===== src/rtl/wm8731_pkg.sv =====
// Shared WM8731 control-port definitions: responder states, device address, register map.
// With IIC_GLITCH_FILTER_EN defined, the input pipeline gains a 3-sample majority filter.
package wm8731_pkg;

  localparam int ADDR_W = 7;
  localparam int REG_W  = 7;
  localparam int VAL_W  = 9;
  localparam int WORD_W = REG_W + VAL_W;

  localparam logic [ADDR_W-1:0] WM8731_DEV_ADDR = 7'b0011010;

  localparam logic [REG_W-1:0] LLINE     = 7'd0;
  localparam logic [REG_W-1:0] RLINE     = 7'd1;
  localparam logic [REG_W-1:0] LHPOUT    = 7'd2;
  localparam logic [REG_W-1:0] RHPOUT    = 7'd3;
  localparam logic [REG_W-1:0] AAPATH    = 7'd4;
  localparam logic [REG_W-1:0] DAPATH    = 7'd5;
  localparam logic [REG_W-1:0] PDOWN     = 7'd6;
  localparam logic [REG_W-1:0] DAIF      = 7'd7;
  localparam logic [REG_W-1:0] SAMPLING  = 7'd8;
  localparam logic [REG_W-1:0] ACTIVE    = 7'd9;
  localparam logic [REG_W-1:0] RESET_REG = 7'd15;

`ifdef IIC_GLITCH_FILTER_EN
  localparam int EDGE_LAT = 5;
`else
  localparam int EDGE_LAT = 3;
`endif

  typedef enum logic [3:0] {
    ST_IDLE, ST_ADDR, ST_ACK_A, ST_BYTE1, ST_ACK_1,
    ST_BYTE2, ST_ACK_2, ST_WAIT_STOP, ST_IGNORE
  } iic_state_e;

  function automatic logic maj3(input logic a, input logic b, input logic c);
    return (a & b) | (a & c) | (b & c);
  endfunction

endpackage


===== src/rtl/wm8731_iic_responder_if.sv =====
// Bus-side signals of the WM8731 control-port responder: sampled I2C lines in, ACK drive and word out.
interface wm8731_iic_responder_if;
  import wm8731_pkg::*;

  logic              SCL_IN;
  logic              SDA_IN;
  logic              SDA_OE;
  logic [WORD_W-1:0] DATA;
  logic              VALID;
  logic              BUSY;
  logic              ERROR;

  modport slave  (input  SCL_IN, SDA_IN, output SDA_OE, DATA, VALID, BUSY, ERROR);
  modport master (output SCL_IN, SDA_IN, input  SDA_OE, DATA, VALID, BUSY, ERROR);
endinterface


===== src/rtl/wm8731_iic_responder_line_sync.sv =====
// One I2C line: 2-flop synchronizer, optional majority filter (IIC_GLITCH_FILTER_EN), edge detect.
module iic_line_sync
  import wm8731_pkg::*;
(
  input  logic clk,
  input  logic rst_n,
  input  logic line_i,
  output logic level_o,
  output logic rise_o,
  output logic fall_o
);

  logic [1:0] sync_q;
  logic       prev_q;
  logic       level;

  // NOTE: sequential state uses non-blocking assignments; resetting to 1 matches the idle-high bus so no false edge appears after reset.
  always_ff @(posedge clk or negedge rst_n) begin
    if (!rst_n) sync_q <= 2'b11;
    else        sync_q <= {sync_q[0], line_i};
  end

`ifdef IIC_GLITCH_FILTER_EN
  logic [1:0] hist_q;
  logic       filt_q;

  always_ff @(posedge clk or negedge rst_n) begin
    if (!rst_n) begin
      hist_q <= 2'b11;
      filt_q <= 1'b1;
    end else begin
      hist_q <= {hist_q[0], sync_q[1]};
      filt_q <= maj3(sync_q[1], hist_q[0], hist_q[1]);
    end
  end

  assign level = filt_q;
`else
  assign level = sync_q[1];
`endif

  always_ff @(posedge clk or negedge rst_n) begin
    if (!rst_n) prev_q <= 1'b1;
    else        prev_q <= level;
  end

  assign level_o = level;
  assign rise_o  = level & ~prev_q;
  assign fall_o  = ~level & prev_q;

endmodule


===== src/rtl/wm8731_iic_responder.sv =====
// Write-only I2C target modelling the WM8731 control port: ACKs DEV_ADDR writes and
// presents each 16-bit {reg, value} word with a VALID strobe after STOP.
module wm8731_iic_responder
  import wm8731_pkg::*;
#(
  parameter logic [ADDR_W-1:0] DEV_ADDR = WM8731_DEV_ADDR,
  parameter int                MIN_HALF = 8
) (
  input  logic                  MCLK,
  input  logic                  RESET,
  wm8731_iic_responder_if.slave bus
);

  // Edges reach the FSM EDGE_LAT cycles late; the master's half period must cover that.
  if (MIN_HALF <= EDGE_LAT) begin : g_min_half_check
    $error("MIN_HALF must exceed the input pipeline latency");
  end

  logic scl_lvl, scl_rise, scl_fall;
  logic sda_lvl, sda_rise, sda_fall;

  iic_line_sync u_scl_sync (
    .clk(MCLK), .rst_n(RESET), .line_i(bus.SCL_IN),
    .level_o(scl_lvl), .rise_o(scl_rise), .fall_o(scl_fall)
  );

  iic_line_sync u_sda_sync (
    .clk(MCLK), .rst_n(RESET), .line_i(bus.SDA_IN),
    .level_o(sda_lvl), .rise_o(sda_rise), .fall_o(sda_fall)
  );

  logic start_det, stop_det;
  assign start_det = sda_fall & scl_lvl;
  assign stop_det  = sda_rise & scl_lvl;

  iic_state_e        state_q;
  logic [7:0]        shift_q;
  logic [2:0]        bit_cnt_q;
  logic              byte_done_q;
  logic              err_pend_q;
  logic [WORD_W-1:0] stage_q;
  logic [WORD_W-1:0] data_q;
  logic              sda_oe_q, valid_q, busy_q, error_q;

  logic addr_ok, restart_err;
  assign addr_ok     = (shift_q == {DEV_ADDR, 1'b0});
  // A fresh address phase or a foreign transfer being ignored is not a broken write.
  assign restart_err = !(state_q inside {ST_IDLE, ST_ADDR}) &&
                       !(state_q == ST_IGNORE && !err_pend_q);

  always_ff @(posedge MCLK or negedge RESET) begin
    if (!RESET) begin
      state_q     <= ST_IDLE;
      shift_q     <= '0;
      bit_cnt_q   <= '0;
      byte_done_q <= 1'b0;
      err_pend_q  <= 1'b0;
      stage_q     <= '0;
      data_q      <= '0;
      sda_oe_q    <= 1'b0;
      valid_q     <= 1'b0;
      busy_q      <= 1'b0;
      error_q     <= 1'b0;
    end else begin
      valid_q <= 1'b0;
      error_q <= 1'b0;
      if (start_det) begin
        error_q     <= restart_err;
        state_q     <= ST_ADDR;
        busy_q      <= 1'b1;
        shift_q     <= '0;
        bit_cnt_q   <= '0;
        byte_done_q <= 1'b0;
        err_pend_q  <= 1'b0;
        stage_q     <= '0;
        sda_oe_q    <= 1'b0;
      end else if (stop_det) begin
        state_q     <= ST_IDLE;
        busy_q      <= 1'b0;
        sda_oe_q    <= 1'b0;
        err_pend_q  <= 1'b0;
        byte_done_q <= 1'b0;
        case (state_q)
          ST_IDLE:      ;
          ST_WAIT_STOP: begin
            data_q  <= stage_q;
            valid_q <= 1'b1;
          end
          ST_IGNORE:    error_q <= err_pend_q;
          default:      error_q <= 1'b1;
        endcase
      end else begin
        case (state_q)
          ST_ADDR, ST_BYTE1, ST_BYTE2: begin
            if (scl_rise) begin
              shift_q   <= {shift_q[6:0], sda_lvl};
              bit_cnt_q <= bit_cnt_q + 3'd1;
              if (bit_cnt_q == 3'd7) byte_done_q <= 1'b1;
            end else if (scl_fall && byte_done_q) begin
              byte_done_q <= 1'b0;
              sda_oe_q    <= (state_q != ST_ADDR) || addr_ok;
              case (state_q)
                ST_ADDR:  state_q <= addr_ok ? ST_ACK_A : ST_IGNORE;
                ST_BYTE1: begin
                  stage_q[15:8] <= shift_q;
                  state_q       <= ST_ACK_1;
                end
                default: begin
                  stage_q[7:0] <= shift_q;
                  state_q      <= ST_ACK_2;
                end
              endcase
            end
          end
          ST_ACK_A, ST_ACK_1, ST_ACK_2: begin
            if (scl_fall) begin
              sda_oe_q <= 1'b0;
              case (state_q)
                ST_ACK_A: state_q <= ST_BYTE1;
                ST_ACK_1: state_q <= ST_BYTE2;
                default:  state_q <= ST_WAIT_STOP;
              endcase
            end
          end
          // A completed SCL pulse here is an extra data bit; a STOP rises SDA before SCL falls.
          ST_WAIT_STOP: begin
            if (scl_fall) begin
              state_q    <= ST_IGNORE;
              err_pend_q <= 1'b1;
            end
          end
          default: ;
        endcase
      end
    end
  end

  assign bus.SDA_OE = sda_oe_q;
  assign bus.DATA   = data_q;
  assign bus.VALID  = valid_q;
  assign bus.BUSY   = busy_q;
  assign bus.ERROR  = error_q;

endmodule


===== src/flat_wrapper.sv =====
// flat-port wrapper written by rule: the top's interface ports become plain ports
module wm8731_iic_responder_flat import wm8731_pkg::*;
#(
  parameter logic [ADDR_W-1:0] DEV_ADDR = WM8731_DEV_ADDR,
  parameter int                MIN_HALF = 8
)
  (MCLK, RESET, bus_SCL_IN, bus_SDA_IN, bus_SDA_OE, bus_DATA, bus_VALID, bus_BUSY, bus_ERROR);
  wm8731_iic_responder_if bus_i ();
  input  logic MCLK;
  input  logic RESET;
  input wire logic [$bits(bus_i.SCL_IN)-1:0] bus_SCL_IN;
  input wire logic [$bits(bus_i.SDA_IN)-1:0] bus_SDA_IN;
  output wire logic [$bits(bus_i.SDA_OE)-1:0] bus_SDA_OE;
  output wire logic [$bits(bus_i.DATA)-1:0] bus_DATA;
  output wire logic [$bits(bus_i.VALID)-1:0] bus_VALID;
  output wire logic [$bits(bus_i.BUSY)-1:0] bus_BUSY;
  output wire logic [$bits(bus_i.ERROR)-1:0] bus_ERROR;
  assign bus_i.SCL_IN = bus_SCL_IN;
  assign bus_i.SDA_IN = bus_SDA_IN;
  assign bus_SDA_OE = bus_i.SDA_OE;
  assign bus_DATA = bus_i.DATA;
  assign bus_VALID = bus_i.VALID;
  assign bus_BUSY = bus_i.BUSY;
  assign bus_ERROR = bus_i.ERROR;
  wm8731_iic_responder #(.DEV_ADDR(DEV_ADDR), .MIN_HALF(MIN_HALF)) u_core (.MCLK(MCLK), .RESET(RESET), .bus(bus_i));
endmodule

===== config.mk =====
export PLATFORM = sky130hd
export DESIGN_NAME = wm8731_iic_responder_flat
export DESIGN_NICKNAME = d
export VERILOG_FILES = /design/src/rtl/wm8731_pkg.sv /design/src/rtl/wm8731_iic_responder_if.sv /design/src/rtl/wm8731_iic_responder_line_sync.sv /design/src/rtl/wm8731_iic_responder.sv /design/src/flat_wrapper.sv
export SDC_FILE = /design/constraint.sdc
export NUM_CORES = 1
export LEC_CHECK = 0
export CORE_MARGIN = 1
export CORE_UTILIZATION = 56
export DETAILED_ROUTE_END_ITERATION = 12
export DONT_BUFFER_PORTS = 1
export PLACE_DENSITY_LB_ADDON = 0.2
export SLEW_MARGIN = 15
export SYNTH_ARGS = -nofsm -noshare
export SYNTH_HDL_FRONTEND = slang
export SYNTH_SLANG_ARGS = --single-unit

===== constraint.sdc =====
create_clock -name MCLK -period 1.85 [get_ports MCLK]
set_clock_uncertainty 0.15 [all_clocks]
set_input_delay 0.2775 -clock MCLK [delete_from_list [all_inputs] [get_ports MCLK]]
set_output_delay 0.2775 -clock MCLK [all_outputs]
set_load 0.005 [all_outputs]

==> metrics.md, run 1 <==
| Metric | Value |
|---|---|
| Number of diodes | 0 |
| Synth warn | 0 |
| Failing checks | setup timing |
| Wire length of the first global-routing pass | 9.094 mm |
| Root Driver | clkbuf_8 |
| Ys flop type | dfrtp_1 |
| Post-place setup slack | -67.78 ps |
| Count of non-filler cells in the finished layout | 318 |
| Leakage | 1.528 nW |
| Post-layout util | 74.54% |
| Reg2Reg Setup Slack | -30 ps |
| Synth area leader | dfrtp_1 |
| Fin crit period | 1880 ps |
| IO Pins | 24 |
| Worst-Margin Slew | 389.3 ps |
| Die ar. | 0.004878 mm^2 |
| Number of distinct library cells after synthesis | 50 |
| R2R depth | 4 |
| Critical path required time | 1950 ps |
| Post-Synthesis Cells | 226 |
| Tot Pwr | 3.835 mW |
| Syn_nets | 232 |
| Simple-gate portion of the synthesized area | 13.20% |
| Clk buf depth | 2 |
| Die W | 69.84 um |
| Total core area | 0.004384 mm^2 |
| CTS tree | done |
| Fill count | 292 |
| Post-DR wirelength/cell | 17.37 um |
| Via Count | 1888 |
| Placed cells | 290 |
| DP HPWL | 3.542 mm |
| Crit path DAT | 1980 ps |
| Post-Synth Adder-Cell Area | 1.359% |
| Unrepaired setup endpoints after global routing | yes |
| Worst setup EP type | register |
| Final setup viols | 1 |
| Final worst slack | -29.73 ps |
| Critical path class | register to register |
| Die outline height | 69.84 um |
| Starting density of the core | 58.79% |
| Clk_lat worst skew | 330 ps |
| WL final | 5.524 mm |
| PwrDens | 1174 mW/mm^2 |
| Reg-to-reg endpoint | u_core.state_q[1] |
| Largest family of logic cells by synthesized area | compound AO/OA/AOI/OAI gates |
| Largest net degree at the start of global routing | 60 |
| Synth cell count leaders | dfrtp_1 (53), nand2_1 (31), o21ai_0 (23) |
| Seq/Total Area, Yosys | 57.57% |
| Final period util | 101.6% |
| XOR/XNOR share of the synthesized area | 0.6796% |
| Endpoints failing hold | 0 |
| Max VDD drop | 0.0008998 V |
| Min-Delay Path Class | register to register |
| Relative slew slack | 73.84% |
| Share of the synthesized area in the top cell type | 51.46% |
| Multi-input gate area | 0.001080 mm^2 |
| DR iter-0 viols | 130 |
| Top cells by area, synth | dfrtp_1 (51%), mux2_2 (7.0%), dfstp_2 (6.1%) |
| Status | complete, but fails checks |
| CTS Buf Count | 9 |
| Gpl congestion | 0.8946 |
| FF+latch count, synth | 59 |
| Port-buffer cells | 0 |
| Syn avg cell area | 11.40 um^2 |
| Most frequent cell after synthesis | dfrtp_1 |
| Final #Nets | 267 |
| Post-detailed-route count of antenna-violating nets | 0 |
| DRC | 0 |
| Critical path fanouts, max | 3 |
| Number of enable flip-flop cells after synthesis | 0 |
| Post-synthesis mux area share | 8.544% |
| Area delta synth->final | 26.80% |
| Num Clock Sinks | 59 |
| Compound-cell area share of the yosys netlist | 15.29% |
| Vias in the first global route | 1834 |
| Post-Syn Area | 0.002577 mm^2 |
| Rows | 24 |
| Hold_ws | 207.4 ps |
| Reg-to-Reg Start | u_core.shift_q[1] |
| H-tree depth | 3 |
| Critical Path Sink | u_core.state_q[1] |
| Share of cells above drive strength 1 | 33.83% |
| Drt first pass iters | 5 |
| Global router's overall resource usage | 24.66% |
| Asr flop ratio synth | 100.0% |
| Clock slew at reported path FFs | 70 ps |
| Max Slew Vio Count | 0 |
| Register Area | 0.001484 mm^2 |
| Critical Path Start Type | register |
| Max-cap violations | 0 |
| F_max | 532.0 MHz |
| Initial antenna violation count | 0 |
| Total gr overflow | 0 |
| Crit path launch | u_core.shift_q[1] |
| DR vias/cell | 5.937 |
-- cell families (layout without fill, tap and decap cells) --
family,after synthesis,count (layout)
compound gates,58,58
flops,59,59
buf+inv,20,60
simple gates,64,64
xor+xnor,2,2
fa+ha+maj,3,3
mux,20,20
-- cell usage in the layout (no fill, tap or decap), types with 2 or more instances in the layout --
cell           instances
dfrtp_1               53
nand2_1               30
buf_4                 26
o21ai_0               17
mux2_2                16
nor2_1                10
clkbuf_8              10
inv_1                  8
dfstp_2                6
a21oi_1                5
a31oi_1                5
o21ai_1                5
o22ai_1                4
mux2i_1                4
or3_1                  3
a22oi_1                3
bufinv_16              3
dlygate4sd3_1          3
buf_12                 3
nand3b_1               2
xor2_1                 2
and2_1                 2
nor3_1                 2
o22a_1                 2
ha_1                   2
buf_6                  2
-- report_power, final --
| part | switching, mW | internal, mW |
|---|---|---|
| logic | 0.389 | 0.361 |
| registers | 0.142 | 1.49 |
| clock network | 0.522 | 0.934 |
-- layout make-up --
| type | instances | share of cell area, % |
|---|---|---|
| clock buffers | 10 | 4.211 |
| clock inverters | 6 | 3.407 |
| inverters | 8 | 0.9188 |
| multi-input cells | 147 | 33.04 |
| flip-flops and latches | 59 | 45.41 |
| well taps | 52 | 1.991 |
| repair buffers | 36 | 11.03 |
-- timing repair --
| action | CTS | global route |
|---|---|---|
| gates cloned | 0 | 1 |
| endpoints found under the hold margin | 61 | 0 |
| setup buffers | 0 | 7 |
| endpoints found under the setup margin | 4 | 25 |
| pin swaps | 0 | 5 |
| hold buffers | 4 | 0 |
| gates resized for setup | 3 | 16 |
-- worst min-delay path by stage --
stage	slack, ps	endpoint	depth (start not counted)	from
after floorplan	-170	u_core.bit_cnt_q[0]	0	RESET
after global placement	-170	u_core.bus.ERROR	0	RESET
after detailed placement	-170	u_core.err_pend_q	0	RESET
after CTS	210	u_core.u_sda_sync.sync_q[1]	0	u_core.u_sda_sync.sync_q[0]
after global routing	210	u_core.u_sda_sync.sync_q[1]	0	u_core.u_sda_sync.sync_q[0]
final	210	u_core.u_sda_sync.sync_q[1]	0	u_core.u_sda_sync.sync_q[0]
-- flip-flops by register name (all words and copies together) (netlist names) --
name                      flops
u_core.state_q                4
u_core.bus.VALID              1
u_core.byte_done_q            1
u_core.stage_q               16
u_core.bus.SDA_OE             1
u_core.bit_cnt_q              3
u_core.u_sda_sync.sync_q      2
u_core.bus.BUSY               1
u_core.u_scl_sync.sync_q      2
u_core.err_pend_q             1
u_core.u_scl_sync.prev_q      1
u_core.u_sda_sync.prev_q      1
u_core.shift_q                8
u_core.bus.DATA              16
u_core.bus.ERROR              1
-- per-layer routing --
| layer | vias up | GRT usage [%] | routed length (um) |
|---|---|---|---|
| li1 | 880 | - | - |
| met1 | 924 | 33.63 | 2502 |
| met2 | 71 | 36.54 | 2618 |
| met3 | 13 | 7.413 | 293 |
| met4 | 0 | 11.11 | 109 |
| met5 | - | 0 | 0 |
-- stage by stage --
step | area, um^2 | setup TNS, ps
floorplan | 2601 | 0
global placement | 2824 | -53.66
detailed placement | 2824 | -77.72
CTS | 3154 | -38.98
global route | 3268 | -135.1
finish | 3268 | -29.73
-- critical path, stage by stage, from the launching register on --
cell	delay, ps
dfrtp_1	370
or4b_4	560
o41ai_4	260
a21bo_1	260
a211oi_2	200
(Power assumes the default switching activity.)
==> run 2: changes to the inputs <==
--- a/config.mk
+++ b/config.mk
@@ -6,7 +6,7 @@
 export NUM_CORES = 1
 export LEC_CHECK = 0
 export CORE_MARGIN = 1
-export CORE_UTILIZATION = 56
+export CORE_UTILIZATION = 40
 export DETAILED_ROUTE_END_ITERATION = 12
 export DONT_BUFFER_PORTS = 1
 export PLACE_DENSITY_LB_ADDON = 0.2
==> run 2 against run 1 <==
The run still ends with setup timing left. First-iteration DRC count decreased by 32%. Setup slack got worse by 0.79 ps. Via count decreased by 5.2%. Wire length decreased by 7.4%. Highest routed layer unchanged. Count of clock-buffer cells in the layout unchanged. Cell count increased by 5.3%. Largest power group unchanged. Critical path type unchanged.
==> metrics.md, run 2 (synthesis results as in run 1) <==
| Metric | Value |
|---|---|
| Die ar. | 0.006768 mm^2 (+39%) |
| Num Clock Sinks | 59 (unchanged) |
| IO Pins | 24 (unchanged) |
| Final period util | 101.6% (about the same) |
| Final Instance Area | 0.003132 mm^2 (-4.2%) |
| DRC | 0 (unchanged) |
| Largest net degree at the start of global routing | 60 (unchanged) |
| CP top delay family | compound AO/OA/AOI/OAI gates |
| Post-detailed-route count of antenna-violating nets | 0 (unchanged) |
| Starting density of the core | 42.53% (-16 points) |
| Unrepaired setup endpoints after global routing | yes |
| Min-Delay Path Class | register to register |
| CTS tree | done |
| Failing checks | setup timing |
| Max-cap violations | 0 (unchanged) |
| DP Area | 0.002880 mm^2 (+2.0%) |
| Wire length of the first global-routing pass | 8.507 mm (-6.5%) |
| Drt first pass iters | 4 (-1) |
| Commonest non-fill, non-tap cell in the layout | dfrtp_1 |
| Vias in the first global route | 1689 (-7.9%) |
| DP HPWL | 3.506 mm (-1.0%) |
| CP max stage cell | or4b_4 |
| Crit path DAT | 1990 ps (about the same) |
| Initial antenna violation count | 0 (unchanged) |
| WL final | 5.116 mm (-7.4%) |
| Gpl congestion | 0.8347 (-6.7%) |
| Number of diodes | 0 (unchanged) |
| Clock slew at reported path FFs | 60 ps (about the same) |
| Worst path cell trace | or4b_4, o41ai_4, a21bo_1, a211oi_2 |
| Clk_lat worst skew | 340 ps (about the same) |
| Crit path largest cell delay | 560 ps (about the same) |
| DR iter-0 viols | 88 (-32%) |
| Post-DR wirelength/cell | 15.27 um (-12%) |
| Final #Nets | 262 (-1.9%) |
| Global router's overall resource usage | 17.66% (-7.0 points) |
| PwrDens | 1054 mW/mm^2 (-10%) |
| Leakage | 1.447 nW (-5.3%) |
| GRT met3 Usage | 6.044% (-1.4 points) |
| Via Count | 1789 (-5.2%) |
| CTS Buf Count | 9 (unchanged) |
| Worst setup EP type | register |
| Relative slew slack | 78.36% (+4.5 points) |
| Rows | 28 (+17%) |
| Status | complete, but fails checks |
| F_max | 531.8 MHz (about the same) |
| Die outline height | 82.27 um (+18%) |
| Area delta synth->final | 21.50% |
| Final worst slack | -30.52 ps (-0.7918 ps) |
| CP bufs+invs | 0 (unchanged) |
| Share of cells above drive strength 1 | 30.38% (-3.4 points) |
| Critical path class | register to register |
| Critical Path Start Type | register |
| Endpoints failing hold | 0 (unchanged) |
| Fin crit period | 1881 ps (+0.7918 ps) |
| Root Driver | clkbuf_8 |
| Total gr overflow | 0 (unchanged) |
| Port-buffer cells | 0 (unchanged) |
| Max VDD drop | 0.0005217 V (-42%) |
| Met2 usage | 24.13% (-12 points) |
| DR vias/cell | 5.340 (-10%) |
| Met1 Track Usage GR | 24.58% (-9.1 points) |
| Layer with the highest usage | met1 |
| Worst-Margin Slew | 322.1 ps (-67.26 ps) |
| Max Slew Vio Count | 0 (unchanged) |
| H-tree depth | 3 (unchanged) |
| Most frequent cells in the layout | dfrtp_1 (53), nand2_1 (31), o21ai_0 (23), buf_4 (23), mux2_2 (16) |
| Total core area | 0.006061 mm^2 (+38%) |
| Final setup viols | 1 (unchanged) |
| Die W | 82.27 um (+18%) |
| Tot Pwr | 3.300 mW (-14%) |
| Critical path required time | 1950 ps (about the same) |
| Critical path fanouts, max | 3 (unchanged) |
| Clk buf depth | 2 (unchanged) |
## run 2: changes by cell type in the layout (fill, tap and decap cells not counted), sizes merged
cell / change
clkinv: +2
clkbuf: -1
buf: -4
clkinvlp: +1
bufinv: -3
inv: -1
## run 2: worst paths after layout
kind | cells after the start | slack, ps | endpoint | from
max reg2reg | 4 | -30 | u_core.state_q[1] | u_core.shift_q[1]
min in group asynchronous | 2 | 330 | u_core.bit_cnt_q[2] | RESET
max in group asynchronous | 2 | 940 | u_core.u_scl_sync.prev_q | RESET
min reg2reg | 0 | 200 | u_core.u_scl_sync.sync_q[1] | u_core.u_scl_sync.sync_q[0]
min | 0 | 200 | u_core.u_scl_sync.sync_q[1] | u_core.u_scl_sync.sync_q[0]
max | 4 | -30 | u_core.state_q[1] | u_core.shift_q[1]
## run 2: report_power, final
| group | leakage, nW | internal, mW | switching, mW |
|---|---|---|---|
| sequential | 0.775 | 1.49 | 0.145 |
| clock | 0.0839 | 0.506 | 0.489 |
| combinational | 0.589 | 0.327 | 0.345 |
## run 2: per-stage QoR
step	hold slack (ps)	setup WS (ps)	setup TNS [ps]	utilization, %	instances
after global routing	212.5	-108.6	-146.0	51.67	335
final	204.9	-30.52	-30.52	51.67	335
after floorplan	-168.1	12.50	0	-	226
after CTS	206.4	-34.00	-34.00	51.53	334
after global placement	-166.7	-38.03	-38.03	47.52	315
after detailed placement	-166.4	-73.03	-84.00	47.52	315
## run 2: final cells by class
cell class,count,area [um^2]
Timing Repair Buffer,31,310.3
Multi-Input combinational cell,147,1046
Clock inverter,5,30.03
Inverter,8,30.03
Sequential cell,59,1484
Tap cell,75,93.84
Clock buffer,10,137.6
Fill cell,536,2929
## run 2: what timing repair did
item | in CTS | in global routing
setup endpoints to repair | 3 | 3
gates resized for setup | 3 | 1
pin swaps | 0 | 0
hold buffers | 4 | 0
endpoints found under the hold margin | 61 | 0
setup buffers | 0 | 1
## run 2: layer usage
metal,vias to the layer above,routed length [um]
li1,866,-
met1,883,2554
met2,35,2283
met3,5,207
met4,0,70
met5,-,0
==> RTL change 1: new RTL, flow settings as in run 2 <==
Change the package constant `REG_W` from 7 to 14.
--- a/src/rtl/wm8731_pkg.sv
+++ b/src/rtl/wm8731_pkg.sv
@@ -3,7 +3,7 @@
 package wm8731_pkg;
 
   localparam int ADDR_W = 7;
-  localparam int REG_W  = 7;
+  localparam int REG_W  = 14;
   localparam int VAL_W  = 9;
   localparam int WORD_W = REG_W + VAL_W;
 
Interface: changed (resized bus_DATA); port bits go from 24 to 31. The function was not compared with the original's and may differ.
==> RTL change 1 against run 2 <==
The flow still finishes with violations (negative setup slack). Worst setup slack lost 0.0088 ns. Final area grew 2.1%. Sequential share of layout area shrank 0.98 points. Count of clock-buffer cells in the layout grew 3. Wire length grew 1.8%. Sequential cell count is the same. Non-clock buffer count shrank 2. Synthesized area grew 1.6%.
Power is not compared: it rests on default switching activity, and its combinational part moved more than twofold at a synthesized area within 25%.
==> RTL change 1: results (changes against run 2) <==
[outcome]
violations=negative setup slack
status=complete, but fails checks

[route]
firstDrtPassIters=4  ; unchanged
avgRoutedWirePerCell_um=16.6  ; +8.9%
drtIter0Drc=60  ; -32%
vias=1681  ; -6.0%

[placed_design]
place_congestion=0.955  ; +14%
dp_cells=287  ; -8.9%
placed_area_um2=2800  ; -3.0%
place_ws_ns=-0.0847  ; -0.0116 ns

[timing]
fin_ws_ns=-0.0394  ; -0.00883 ns
setup_tns_ns=-0.245  ; -0.215 ns
setup_viol=7  ; +6

[logic_synthesis]
ys_async_sr_fraction=1.00  ; unchanged
synth_xor_area_frac=0.00335  ; -0.00345
syn_area_per_cell_um2=13.0  ; +14%
synth_seq_area_share=0.567  ; -0.00881
synth_compound_area_frac=0.121  ; -0.0320
synth.area.top_cells=dfrtp_1 51%, mux2_1 7.3%, mux2_2 6.9%
ys_top_cells_by_count=53 x dfrtp_1, 17 x mux2_1, 16 x mux2_2
synth_mux_area_frac=0.142  ; +0.0565

[global_route]
use_met3=0.0388  ; -0.0217
grtUsageMet2=0.244  ; +0.00234
grt_pass1_wl_mm=8.82  ; +3.7%
grt_pass1_vias=1756  ; +4.0%
grtUsageTotal=0.166  ; -0.0105
use_met1=0.224  ; -0.0222

[cells_and_area]
nets=237  ; -9.5%
drive_gt1_frac=0.331  ; +0.0267
final_cells=313  ; -6.6%

[worst_setup_path]
critPathLaunch=u_core.u_scl_sync.sync_q[1]
endpoint=u_core.stage_q[5]
arrival_ns=1.96  ; -0.03 ns
cp_max_fo=7  ; +4

## RTL change 1: cell count changes in the layout (fill, tap and decap cells not counted), sizes merged, moves of 3 or more
cell	run 2	this run
a22o	1	7
a22oi	3	0
and2	3	10
clkbuf	10	13
conb	0	7
inv	8	5
mux2	16	33
mux2i	4	0
nand2	31	3
nand2b	1	4
nor4	0	3
o21ai	23	10
o22ai	4	0
## RTL change 1: per-layer routing
layer | routed length [um] | part of all wire
met5 | 0 | 0
met4 | 141 | 0.027
met3 | 186 | 0.036
met2 | 2340 | 0.45
met1 | 2540 | 0.49
## RTL change 1: layout make-up
| cell class | instances | area (um^2) |
|---|---|---|
| well taps | 77 | 96.3 |
| multi-input cells | 127 | 1100 |
| inverters | 5 | 18.8 |
| clock inverters | 3 | 46.3 |
| repair buffers | 29 | 294 |
| clock buffers | 13 | 159 |
| flip-flops and latches | 59 | 1480 |
| fillers | 550 | 3150 |
## RTL change 1: worst max-delay path: stages, from the launching register on
cell and delay (ns):
dfstp_2 0.60, nor2b_2 0.07, and4b_2 0.25, a31oi_4 0.23
buf_12 0.15, mux2_2 0.32
## RTL change 1: worst min-delay path by stage
stage	startpoint	endpoint	cells past startpoint
after global placement	RESET	u_core.state_q[3]	0
after CTS	u_core.u_scl_sync.sync_q[0]	u_core.u_scl_sync.sync_q[1]	0
after global routing	u_core.u_scl_sync.sync_q[0]	u_core.u_scl_sync.sync_q[1]	0
final	u_core.u_scl_sync.sync_q[0]	u_core.u_scl_sync.sync_q[1]	0
after detailed placement	RESET	u_core.state_q[3]	0
after floorplan	RESET	u_core.bit_cnt_q[0]	0
## RTL change 1: repair_timing
item,CTS,global route
cloned,1,0
buffers inserted,3,2
setup endpoints to repair,34,42
resized for setup,7,15
endpoints found under the hold margin,61,0
pin swaps,6,4
hold buffers,4,0
==> RTL change 2: new RTL, flow settings as in run 2 <==
Made on the original files. Build with the macro `IIC_GLITCH_FILTER_EN` defined.
--- a/src/rtl/wm8731_pkg.sv
+++ b/src/rtl/wm8731_pkg.sv
@@ -1,5 +1,7 @@
 // Shared WM8731 control-port definitions: responder states, device address, register map.
 // With IIC_GLITCH_FILTER_EN defined, the input pipeline gains a 3-sample majority filter.
+`define IIC_GLITCH_FILTER_EN
+
 package wm8731_pkg;
 
   localparam int ADDR_W = 7;
Function: changed (Yosys sat finds a counterexample within 4 cycles, from zero or initial values and one cycle with RESET low).
==> RTL change 2 against run 2 <==
The flow finishes with violations (design-rule violations, negative hold slack, negative setup slack). Wire length rose by 8.3%. Total power rose by 25%. Critical path depth rose by 1. Hold slack got worse by 0.73 ns. Count of clock-buffer cells in the layout fell by 1. Sequential cell count rose by 6. Via count rose by 4.1%. Synthesized area rose by 6.6%. Final cell count rose by 2.4%. Clock power rose by 24%. Worst setup slack improved by 0.028 ns. Final area rose by 7.4%. Largest cell class unchanged. Highest routed layer unchanged.
==> RTL change 2: results (changes against run 2) <==
[worst_setup_path]
arrival_ns=1.93  ; -0.06 ns
r2r_setup_slack_ns=-0.003  ; +0.03 ns
cp_max_fo=4  ; +1
critPathLaunch=u_core.u_scl_sync.level_o
endpoint=u_core.state_q[0]

[placed_design]
dp_hpwl_mm=3.71  ; +5.8%

[clock_network]
clk_pin_slew_ns=0.08  ; +0.02 ns
hold_buffers=2  ; -2

[route]
wl_mm=5.54  ; +8.3%
drc=1  ; +1
firstDrtPassIters=8  ; +4
drtIter0Drc=135  ; +53%

[outcome]
violations=design-rule violations, negative hold slack, negative setup slack
status=complete, but fails checks

[cells_and_area]
drive_gt1_frac=0.395  ; +0.0909
fillers=571  ; +6.5%

[timing]
whs_ns=-0.526  ; -0.731 ns
setup_viol=1  ; unchanged
fin_ws_ns=-0.00300  ; +0.0275 ns
finalHoldViolCount=65  ; +65
relSlewSlack=0.784  ; about the same

[logic_synthesis]
synth.area.top_cells=dfrtp_1 48%, dfstp_2 11%, mux2_2 7.4%
ys_top_cells_by_count=53 x dfrtp_1, 31 x nand2_1, 19 x o21ai_0

[global_route]
grtUsageTotal=0.174  ; -0.00258
grt_pass1_wl_mm=9.61  ; +13%

[min_path]
hp-class=input pin to asynchronous set/reset pin

## RTL change 2: changes by cell type after synthesis, moves of 3 or more
cell	delta
dfstp_2	+6
buf_2	+3
mux2i_1	-4
or3_1	-3
a22oi_1	-3
o21ai_0	-4
nor2_1	-5
a22o_1	+7
clkbuf_1	-4
o211ai_1	+3
nor4b_1	+3
## RTL change 2: how the worst min path moves through the flow
stage,from,endpoint,slack (ns),cells after the start
final,RESET,u_core.state_q[0],-0.53,0
after global routing,RESET,u_core.bus.VALID,-0.55,0
after CTS,RESET,u_core.state_q[0],-0.54,0
after detailed placement,RESET,u_core.bus.ERROR,-0.17,0
after global placement,RESET,u_core.bus.ERROR,-0.17,0
after floorplan,RESET,u_core.bit_cnt_q[0],-0.17,0
## RTL change 2: power by group
group          leakage, nW  internal, mW  switching, mW  total (mW)
Clock                0.105         0.636          0.590        1.23
Combinational        0.582         0.547          0.547        1.09
Sequential           0.847          1.62          0.171        1.79
Total                 1.53          2.81           1.31        4.11
## RTL change 2: worst register-to-register path, stage by stage, from the launching register on
cell	delay, ns
dfstp_2	0.57
buf_4	0.12
nand4b_1	0.14
nor4b_4	0.25
o31a_2	0.22
mux2_4	0.30
## RTL change 2: metal layers
metal  global-route usage  wire, um
met1                0.252      2740
met2                0.238      2510
met3               0.0554       233
met4               0.0786        60
met5                    0         0
## RTL change 2: area by class of cell
cell class                 instances  share of cell area
sequential                        65               0.489
multi-input combinational        141               0.322
timing repair buffer              38              0.0937
clock buffer                       9              0.0368
tap                               77              0.0286
clock inverter                     7              0.0231
inverter                           6             0.00669
## RTL change 2: what timing repair did
item / CTS / global route
setup endpoints to repair: 2 / 30
hold endpoints to repair: 67 / 65
pin swaps: 3 / 2
gates resized for setup: 4 / 14
setup buffers: 2 / 3
## RTL change 2: cell families after synthesis
kind of cell / count (synthesis) / share of synthesized area
AO/OA/AOI/OAI: 57 / 0.148
adder cells (fa/ha/maj): 5 / 0.0200
XOR/XNOR: 1 / 0.00319
AND/OR/NAND/NOR: 60 / 0.120
multiplexers: 18 / 0.0738
buffers and inverters: 19 / 0.0369
flip-flops: 65 / 0.597
## RTL change 2: through the flow
step                instances  hold WS, ns  total power [mW]  area, um^2
global route              343       -0.553              4.36        3360
floorplan                 225       -0.168              2.41        2750
CTS                       340       -0.544              4.01        3280
finish                    343       -0.526              4.11        3360
global placement          320       -0.166              2.73        3030
detailed placement        320       -0.165              2.73        3030
